## src/rtl/nw_pkg.sv

```systemverilog
// Shared types and helpers for the network router output path.
package nw_pkg;

   localparam int unsigned PORT_W = 3;

   typedef struct packed {
      logic              head;
      logic              tail;
      logic [PORT_W-1:0] output_port;
   } flit_ctrl_t;

   typedef enum logic [0:0] {
      StIdle,
      StLocked
   } arb_state_e;

   function automatic int unsigned rr_next(input int unsigned ptr, input int unsigned n);
      return (ptr + 1 >= n) ? 0 : ptr + 1;
   endfunction

endpackage

```

## src/rtl/nw_rr_pick.sv

```systemverilog
// Combinational round-robin picker: first set request at or after the start pointer.
module nw_rr_pick #(
   parameter int unsigned N_REQ = 4,
   parameter int unsigned PTR_W = $clog2(N_REQ)
) (
   input  logic [N_REQ-1:0] req_i,
   input  logic [PTR_W-1:0] ptr_i,
   output logic [N_REQ-1:0] gnt_o,
   output logic [PTR_W-1:0] idx_o,
   output logic             found_o
);

   logic [31:0]      sum;
   logic [PTR_W-1:0] j;

   always_comb begin
      gnt_o   = '0;
      idx_o   = '0;
      found_o = 1'b0;
      sum     = '0;
      j       = '0;
      for (int unsigned k = 0; k < N_REQ; k++) begin
         sum = 32'(ptr_i) + k;
         j   = PTR_W'(sum % N_REQ);
         if (!found_o && req_i[j]) begin
            found_o  = 1'b1;
            gnt_o[j] = 1'b1;
            idx_o    = j;
         end
      end
   end

endmodule

```

## src/rtl/nw_output_arbiter.sv

```systemverilog
// Wormhole output-port arbiter: round-robin among head flits, winner holds the
// port until its tail is pushed into the shared output register.
module nw_output_arbiter
   import nw_pkg::*;
#(
   parameter int unsigned N_REQ  = 4,
   parameter int unsigned DATA_W = 32,
   parameter int unsigned PTR_W  = $clog2(N_REQ)
) (
   input  logic                    clk,
   input  logic                    rst_n,
   input  logic [N_REQ-1:0]        req_valid,
   input  logic [N_REQ-1:0]        req_head,
   input  logic [N_REQ-1:0]        req_tail,
   input  logic [N_REQ*DATA_W-1:0] req_data,
   output logic [N_REQ-1:0]        req_pop,
   input  logic                    out_ready,
   output logic                    out_push,
   output logic [DATA_W-1:0]       out_data,
   output logic                    locked,
   output logic                    proto_err
);

   arb_state_e       st_q;
   logic [PTR_W-1:0] rr_ptr_q;
   logic [PTR_W-1:0] owner_q;
   logic             proto_err_q;

   logic [N_REQ-1:0] elig;
   logic [N_REQ-1:0] pick_gnt;
   logic [N_REQ-1:0] owner_oh;
   logic [PTR_W-1:0] pick_idx;
   logic [PTR_W-1:0] sel_idx;
   logic             pick_found;
   logic             grant;
   logic             err_set;

   assign elig = req_valid & req_head;

   nw_rr_pick #(
      .N_REQ (N_REQ),
      .PTR_W (PTR_W)
   ) u_pick (
      .req_i   (elig),
      .ptr_i   (rr_ptr_q),
      .gnt_o   (pick_gnt),
      .idx_o   (pick_idx),
      .found_o (pick_found)
   );

   always_comb begin
      owner_oh          = '0;
      owner_oh[owner_q] = 1'b1;
      grant             = 1'b0;
      err_set           = 1'b0;
      sel_idx           = pick_idx;
      if (st_q == StIdle) begin
         grant   = out_ready & pick_found;
         // A body/tail flit with no packet in flight means upstream lost framing.
         err_set = out_ready & ~pick_found & (|(req_valid & ~req_head));
      end else begin
         sel_idx = owner_q;
         grant   = out_ready & req_valid[owner_q] & ~req_head[owner_q];
         err_set = out_ready & req_valid[owner_q] & req_head[owner_q];
      end
      if (!rst_n) begin
         grant = 1'b0;
      end
      req_pop = '0;
      if (grant) begin
         req_pop = (st_q == StIdle) ? pick_gnt : owner_oh;
      end
      out_push = grant;
      out_data = req_data[DATA_W-1:0];
      if (grant) begin
         out_data = req_data[sel_idx*DATA_W +: DATA_W];
      end
   end

   always_ff @(posedge clk) begin
      if (!rst_n) begin
         st_q        <= StIdle;
         rr_ptr_q    <= '0;
         owner_q     <= '0;
         proto_err_q <= 1'b0;
      end else begin
         if (err_set) begin
            proto_err_q <= 1'b1;
         end
         if (grant) begin
            if (req_tail[sel_idx]) begin
               st_q     <= StIdle;
               rr_ptr_q <= PTR_W'(rr_next(32'(sel_idx), N_REQ));
            end else begin
               st_q    <= StLocked;
               owner_q <= sel_idx;
            end
         end
      end
   end

   assign locked    = (st_q == StLocked);
   assign proto_err = proto_err_q;

   assert property (@(posedge clk) disable iff (!rst_n) $onehot0(req_pop));
   assert property (@(posedge clk) disable iff (!rst_n) out_push |-> out_ready);

endmodule

```

## config.mk

```make
export PLATFORM = sky130hd
export DESIGN_NAME = nw_output_arbiter
export DESIGN_NICKNAME = d
export VERILOG_FILES = /design/src/rtl/nw_pkg.sv /design/src/rtl/nw_rr_pick.sv /design/src/rtl/nw_output_arbiter.sv
export SDC_FILE = /design/constraint.sdc
export NUM_CORES = 1
export LEC_CHECK = 0
export BUFFER_PORTS_ARGS = -buffer_cell sky130_fd_sc_hd__buf_2
export CAP_MARGIN = 20
export CORE_UTILIZATION = 38
export CTS_CLUSTER_DIAMETER = 40
export DETAILED_ROUTE_END_ITERATION = 12
export PLACE_DENSITY = 0.8
export SYNTH_ARGS = -nofsm -noshare
export SYNTH_HDL_FRONTEND = slang
export SYNTH_SLANG_ARGS = --single-unit
```

## constraint.sdc

```tcl
create_clock -name clk -period 3.8 [get_ports clk]
set_clock_uncertainty 0.2 [all_clocks]
set_input_delay 0.38 -clock clk [delete_from_list [all_inputs] [get_ports clk]]
set_output_delay 0.38 -clock clk [all_outputs]
set_load 0.02 [all_outputs]
```

==> run metrics <==
final RePlAce weighted congestion=0.913; Critical Path End Type=output port; Mapped Cells=277; reg2reg end=rr_ptr_q[1]; top-count cell post-synth=nor2_1; status=finished clean; layout cell share with drive strength beyond 1=0.548; hold_ws=0.276 ns; Post-DRT Antenna Nets=0; # IOs=182; first-pass GRT wire length=approximately 11 mm; DP Wirelength=5.88 mm; worst min-delay path class=input pin to register; Rows=25; Net count, final=613; total wire length=7.54 mm; deepest clock path buffer count=2; HP Start=rst_n; top cells by area, synth=mux2_2, o22ai_1, a21oi_1; final std cells w/o fill=527; multi-input logic area=between 1500 and 2000 sq um; number of max-cap violations=0; Comb power frac=0.802; H-tree levels=1; die width=72.7 microns; Main synth FF type=dfxtp_1; Clock Power Share=0.108; root buffer cell=clkbuf_8; Lkg Pwr=approximately 1.5 nW; vias in the first global route=2,578; startpoint types=register; chip height=72.7 microns; Net Sw Frac=0.481; Setup-failing EPs final=0; Synth async-reset ratio=0; cell taking the most area after synthesis=mux2_2; Worst Hold End=rr_ptr_q[0]; Max stage delay cell, worst path=mux4_2; GR Util All Layers=0.268; max incr delay on CP=0.43 ns; largest net degree at the start of global routing=33; Commonest cells post-synth=nor2_1, a21oi_1, mux2_2, o22ai_1, nand2_1; max-slew violation count=0; initial DRC count=162; Worst Path Required=~3.2 ns; final hold violation count=0; count of cell types in the netlist=41; clk sinks=6; RSZ-0062 raised after global routing=no; NetSw=0.423 mW; Synth Register Bits=6; crit path time final=3.57 ns; synthesized cell area=1900 sq um; initial antenna violation count=0; critical path class=register to output port; Mean Syn Cell Area=6.86 sq um; Worst R2R Setup Slack=0.56 ns; Initial Util=0.400; Worst-path clk slew=0.04 ns; Post-synth EDFFs=0; Worst EP arrival=2.99 ns; CTS buffer count=3; die area=5290 sq um; placed insts=514; drt drc=0; final period utilization=0.940; Synth top area share=0.196; WL per Instance=14.3 microns; core area=roughly 4800 sq um; Internal=0.457 mW; Rel. slew slack=0.478; fmax=roughly 280 MHz; Worst R2R Path Depth=10; vias per cell=5.51; worst-skew pair later-pin latency=0.22 ns; sequential share of power=0.089; Congestion Overflow GR=0; IO Port Bufs=181; worst-margin pin slew=0.780 ns; drt pass-1 iters=4; Overall Power=around 0.9 mW; YS warnings=0; final setup TNS=0 ns; # diodes=0; register area=120 sq um; via count=2,902; TritonCTS clock tree=done; crit path cell chain=inv_1, ha_1, mux4_2, a211oi_2, nor3_1, a221o_2, buf_4, mux2_2, o22ai_1, a21oi_1, buf_2; hold path cells=3; fillers=between 400 and 500; FF-to-FF Start=rr_ptr_q[0]; sequential area share after synthesis=0.0632; Max IR drop VDD=0.000215 V; Hold Buf Count CTS=0; Cell Pwr Density=289 nW/um^2; Syn Nets=428; Max FO, Critical Path=13; synth-to-layout area growth=60.1%
## worst max-delay path by stage
| stage | start | to | slack [ns] | cells after the start |
|---|---|---|---|---|
| after detailed placement | req_head[2] | out_data[17] | 0.19 | 9 |
| after global routing | owner_q[0] | out_data[31] | 0.009 | 8 |
| after CTS | rr_ptr_q[0] | out_data[17] | 0.07 | 9 |
| after floorplan | rr_ptr_q[1] | out_data[10] | 0.25 | 9 |
| final | rr_ptr_q[0] | out_data[31] | 0.23 | 11 |
| after global placement | req_head[2] | out_data[17] | 0.20 | 9 |
## power by group through the flow
stage          Sequential [mW]  Clock [mW]  Combinational, mW
2_1_floorplan           0.0782           0              0.435
3_3_place_gp            0.0785           0              0.656
3_5_place_dp            0.0792           0              0.664
4_1_cts                 0.0783      0.0973              0.669
5_1_grt                 0.0796       0.103              0.768
6_report                0.0787      0.0952              0.706
## metal layers
metal | track usage | vias up | part of all wire | wire length, microns
met4 | 0.0610 | 0 | 0.0082 | 62
met1 | 0.334 | 1297 | 0.43 | 3220
met5 | 0 | - | 0 | 0
li1 | - | 1427 | - | -
met2 | 0.476 | 168 | 0.49 | 3700
met3 | 0.0497 | 10 | 0.074 | 561
## what timing repair did
action / CTS / global route
resized for setup: 0 / 0
setup endpoints to repair: 0 / 31
buffers inserted: 0 / 10
## cell type report
type                    count  share of cell area
multi-input cells         235               0.539
repair buffers            206               0.368
flip-flops and latches      6              0.0395
well taps                  67              0.0275
clock buffers               3              0.0136
inverters                  10              0.0123
## per-stage QoR
step / instance area (sq um) / util / worst slack, ns
floorplan: 1900 / - / 0.248
global placement: 2930 / 0.616 / 0.202
detailed placement: 2930 / 0.616 / 0.191
CTS: 2970 / 0.624 / 0.0686
global route: 3040 / 0.640 / 0.00864
finish: 3040 / 0.640 / 0.227
## critical path: cells and delay by family, from the launching register on
| kind | cells | cell delay [ns] |
|---|---|---|
| muxes | 2 | 0.66 |
| and+or+nand+nor | 1 | 0.08 |
| adders and majority gates | 1 | 0.39 |
| buffers and inverters | 3 | 0.49 |
| DFF | 1 | 0.32 |
| AOI/OAI and AO/OA | 4 | 0.85 |
## layout by cell type, fill, tap and decap left out, types with 2 or more instances in the layout
cell type	synthesis	routed
o211ai_1	2	2
a21oi_1	39	38
ha_1	8	8
buf_12	0	2
a311oi_1	3	3
nor3_1	6	6
nand2_1	19	19
o21ai_0	6	6
mux2i_1	4	4
a221oi_1	6	6
mux4_2	4	4
nand4_1	3	3
nand3_1	2	2
dfxtp_1	6	6
inv_1	10	10
mux2_2	33	33
buf_2	2	181
buf_4	0	23
nor2_1	42	42
o31a_1	2	2
and2_1	5	5
o22ai_1	33	33
clkbuf_8	0	3
## logic make-up (layout without fill, tap and decap cells)
group / count (synthesis) / after routing / synth area share
AO/OA/AOI/OAI: 105 / 105 / 0.352
XOR/XNOR: 1 / 1 / 0.00461
adder cells (fa/ha/maj): 8 / 8 / 0.0527
buffers and inverters: 36 / 219 / 0.0849
flip-flops: 6 / 6 / 0.0632
multiplexers: 41 / 41 / 0.264
AND/OR/NAND/NOR: 80 / 80 / 0.179
## flip-flops by register name (all words and copies together), names as in the netlist
signal and count:
locked 1, owner_q 2, proto_err 1, rr_ptr_q 2
Note: power is estimated with default switching activity, not from simulation.
